## src/rtl/or2_gate_pkg.sv

```systemverilog
// Shared helpers for the or2_gate block.
// Defaults and the edge-detect term used by the register stage.
package or2_gate_pkg;

  localparam int DEF_WIDTH = 1;
  localparam int DEF_CNT_W = 8;

  function automatic logic rise_of(
    input logic cur,
    input logic prev
  );
    return cur & ~prev;
  endfunction

endpackage

```

## src/rtl/or2_gate_core.sv

```systemverilog
// Purely combinational bitwise OR.
// No clock or reset; usable as a bare logic primitive.
module or2_gate_core #(
  parameter int WIDTH = 1
) (
  input  logic [WIDTH-1:0] A,
  input  logic [WIDTH-1:0] B,
  output logic [WIDTH-1:0] F
);

  assign F = A | B;

endmodule

```

## src/rtl/or2_gate.sv

```systemverilog
// Two-input OR with a registered copy, rise pulse and
// saturating assertion counter.
module or2_gate
  import or2_gate_pkg::*;
#(
  parameter int WIDTH = DEF_WIDTH,
  parameter int CNT_W = DEF_CNT_W
) (
  input  logic [WIDTH-1:0] A,
  input  logic [WIDTH-1:0] B,
  output logic [WIDTH-1:0] F,
  input  logic             clk,
  input  logic             rst_n,
  output logic [WIDTH-1:0] F_q,
  output logic             F_rise,
  output logic [CNT_W-1:0] F_count
);

  localparam logic [CNT_W-1:0] CNT_MAX = {CNT_W{1'b1}};

  logic any_f;
  logic any_q;

  or2_gate_core #(
    .WIDTH(WIDTH)
  ) u_core (
    .A(A),
    .B(B),
    .F(F)
  );

  assign any_f = |F;

  always_ff @(posedge clk or negedge rst_n) begin
    if (!rst_n) begin
      F_q     <= '0;
      any_q   <= 1'b0;
      F_rise  <= 1'b0;
      F_count <= '0;
    end else begin
      F_q    <= F;
      any_q  <= any_f;
      F_rise <= rise_of(any_f, any_q);
      // hold at all-ones rather than wrap
      if (any_f && (F_count != CNT_MAX))
        F_count <= F_count + CNT_W'(1);
    end
  end

endmodule

```

## config.mk

```make
export PLATFORM = sky130hd
export DESIGN_NAME = or2_gate
export DESIGN_NICKNAME = d
export VERILOG_FILES = /design/src/rtl/or2_gate_pkg.sv /design/src/rtl/or2_gate_core.sv /design/src/rtl/or2_gate.sv
export SDC_FILE = /design/constraint.sdc
export NUM_CORES = 1
export LEC_CHECK = 0
export ABC_AREA = 0
export BUFFER_PORTS_ARGS = -buffer_cell sky130_fd_sc_hd__buf_2
export CAP_MARGIN = 25
export CORE_AREA = 2 2 39 41
export CTS_CLUSTER_DIAMETER = 150
export DETAILED_ROUTE_END_ITERATION = 8
export DIE_AREA = 0 0 41 43
export GPL_TIMING_DRIVEN = 1
export HOLD_SLACK_MARGIN = 0.03
export PLACE_DENSITY = 0.59
export SYNTH_ARGS = -nofsm -noshare
export SYNTH_HDL_FRONTEND = slang
export SYNTH_SLANG_ARGS = --single-unit
```

## constraint.sdc

```tcl
create_clock -name clk -period 1.8 [get_ports clk]
set_input_delay 0.09 -clock clk [delete_from_list [all_inputs] [get_ports clk]]
set_output_delay 0.09 -clock clk [all_outputs]
set_load 0.01 [all_outputs]
```

==> run_results.csv <==
group,metric,value,unit
timing,slew_violations,0,
die,core,1384,um2
run,cap_violations,0,
timing,tightest_slew,0.3256,ns
yosys,netlist_area,461.7,um2
die,dieArea,1763,um2
yosys,synthSimpleGateAreaFrac,0.2005,
die,io_pins,15,
cts,cts.root.buffer_cell,"clkbuf_4",
timing,fin_ws,0.3578,ns
finish,final_nets,64,
finish,antenna_cells,0,
timing,fin_crit_sh,0.8012,
yosys,yosysSeqAreaShare,0.5420,
pwr,switching_share,0.3687,
timing,setup_viol,0,
setup_path,cp-start-kind,"flop",
yosys,synth_fa_ha_area_frac,0.02710,
cts,cts_max_path_buffers,2,
global_route,grt-ovfl-total,0,
setup_path,r2r_start,"F_count[0]",
setup_path,end_kind,"flop",
pwr,ir_drop,0.0005433,V
drt,drt_iter0_markers,5,
pwr,seqPwrFrac,0.446,
yosys,syn_nets,44,
yosys,muxShareOfSynthArea,0.08130,
drt,routed_wl,768,um
cts,cts_hold_buf,1,
timing,fin_setup_tns,0,ns
cts,cts_num_sinks,10,
global_route,antenna_found_initial,0,
finish,final_common_cell,"buf_2",
yosys,ys_seq_elements,10,
timing,max_freq,693.4,MHz
run_status,status,"finished, final reports clean",
die,start_util,0.3336,
drt,ant_nets,0,
cts,worstSkewPairLatency,0.26,ns
setup_path,arrival,1.59,ns
cts,cts_buffers,3,
die,die_x,41,um
place,dp_hpwl,588.5,um
place,place_inst,69,
die,fp.dieH,43,um
setup_path,slowest_stage,"dfrtp_1",
cts,cts_tree,"done",
finish,mostFrequentLayoutCells,"buf_2 (14), dfrtp_1 (10), nor2_1 (4)",
global_route,grt_max_degree,11,
yosys,synth_compound_area_frac,0.08401,
place,port_buffers,14,
drt,routedWlPerCell,10.38,um
timing,rsz0062_at_grt,"no",
global_route,grt_first_pass_wirelength,1373,um
drt,vias,346,
timing,period_needed,1.442,ns
yosys,syn_inst,39,
place,post-place-ws,0.3625,ns
drt,routed_via_density,4.676,
yosys,avgSynthCellArea,11.84,um2
setup_path,crit_chain,"ha_1 -> nand2_1 -> nor2_1 -> nand4_1 -> mux2_2",
worst_hold_path,hold_path.startpoint,"A",
pwr,clkPwrFrac,0.202,
finish,nFillCells,146,
timing,relSlewSlack,0.7822,
finish,layout.area.seq,250.2,um2
global_route,grt_pass1_vias,325,
finish,stdcell_area,598.1,um2
pwr,p_int,0.6121,mW
cts,cts-resized-gates,0,
setup_path,cp_max_fo,5,
place,gp_congestion,0.7000,
setup_path,critPathKind,"reg -> reg",
finish,drive_above_1_share,0.4138,
cts,clk_pin_slew,0.06,ns
cts,cts.htree.levels,1,
global_route,grt_usage,0.1188,
setup_path,crit_path_max_incr_delay,0.42,ns
pwr,power_density,1621,nW/um2
finish,stdcell_count,74,
timing,hold_violations,0,
place,place_area,551.8,um2
yosys,ys_warn_count,0,
worst_hold_path,holdCritPathClass,"in -> reg",
yosys,synth_xor_area_frac,0.05691,
drt,drc,0,
timing,fin_skew,0.0005051,ns
pwr,power.leakage,0.2688,nW
finish,final_util,0.4322,
setup_path,cp-startpoint,"F_count[0]",
finish,multiInputGateArea,207.7,um2
setup_path,cp.required,1.95,ns
yosys,ys_types,20,
finish,areaGrowthSynthToFinish,29.54,%
die,row_count,14,
drt,first_pass_iters,4,
yosys,synth_top_family_by_area,"simple AND/OR/NAND/NOR gates",
pwr,switching_power,0.3575,mW
cts,cts_setup_buffers,0,
pwr,comb_power_share,0.351,
[power groups by stage]
stage	combinational (mW)	sequential, mW	clock, mW
floorplan	0.182	0.466	0
global placement	0.344	0.438	0
detailed placement	0.345	0.438	0
CTS	0.349	0.434	0.207
global route	0.393	0.452	0.218
finish	0.341	0.433	0.196
[worst max-delay path, delay by kind of cell, from the launching register on]
family / cells / cell delay [ns]
flip-flops: 1 / 0.42
AND/OR/NAND/NOR: 3 / 0.35
multiplexers: 1 / 0.33
adder cells (fa/ha/maj): 1 / 0.22
[kinds of logic after synthesis]
group | after synthesis
xor+xnor | 3
buf+inv | 1
compound gates | 6
simple gates | 15
fa+ha+maj | 1
flops | 10
mux | 3
[final timing paths]
check                                   to  slack (ns)  cells past startpoint
worst max-delay path            F_count[6]        0.36                      5
worst min-delay path                F_rise        0.11                      3
worst max register to register  F_count[6]        0.36                      5
worst min register to register      F_rise        0.41                      1
max in group asynchronous       F_count[7]        1.40                      2
min in group asynchronous       F_count[4]        0.22                      2
[through the flow]
stage | hold slack [ns] | total power, mW
after floorplan | -0.2056 | 0.6485
after detailed placement | -0.03346 | 0.7828
final | 0.1095 | 0.9696
after global routing | 0.1320 | 1.063
after CTS | 0.1090 | 0.9904
after global placement | -0.03610 | 0.7820
[cells in the mapped netlist]
master | instances | area [um2]
nor2_1 | 4 | 15.01
o21ai_0 | 1 | 5.000
mux2_4 | 1 | 15.01
and3_4 | 1 | 11.26
nand3_1 | 3 | 15.01
xnor2_1 | 3 | 26.28
o21ai_2 | 1 | 8.760
a21oi_1 | 2 | 10.01
nor3_2 | 1 | 10.01
inv_1 | 1 | 3.750
nand2b_1 | 1 | 6.260
nand2_1 | 3 | 11.26
dfrtp_1 | 10 | 250.2
nand4_1 | 1 | 6.260
mux2_1 | 1 | 11.26
o21a_1 | 1 | 7.510
mux2_2 | 1 | 11.26
ha_1 | 1 | 12.51
o211ai_1 | 1 | 7.510
nand3_4 | 1 | 17.52
[flip-flops by register name, indices dropped and copies added, names as in the netlist]
register,flops
F_rise,1
F_count,8
F_q,1
[per-layer routing]
layer  vias up  global-route usage  wire length, um
met3         2             0.03141               46
met1       162              0.1633              346
met2         7              0.1563              366
met4         0             0.08000                9
li1        175                   -                -
met5         -                   0                0
[final cells by class]
cell class / instances / share of cell area
Clock buffer: 4 / 0.06067
Inverter: 1 / 0.006276
Multi-Input combinational cell: 28 / 0.3473
Sequential cell: 10 / 0.4184
Tap cell: 16 / 0.03347
Timing Repair Buffer: 15 / 0.1339
No activity file was read; power rests on OpenSTA's default activity.
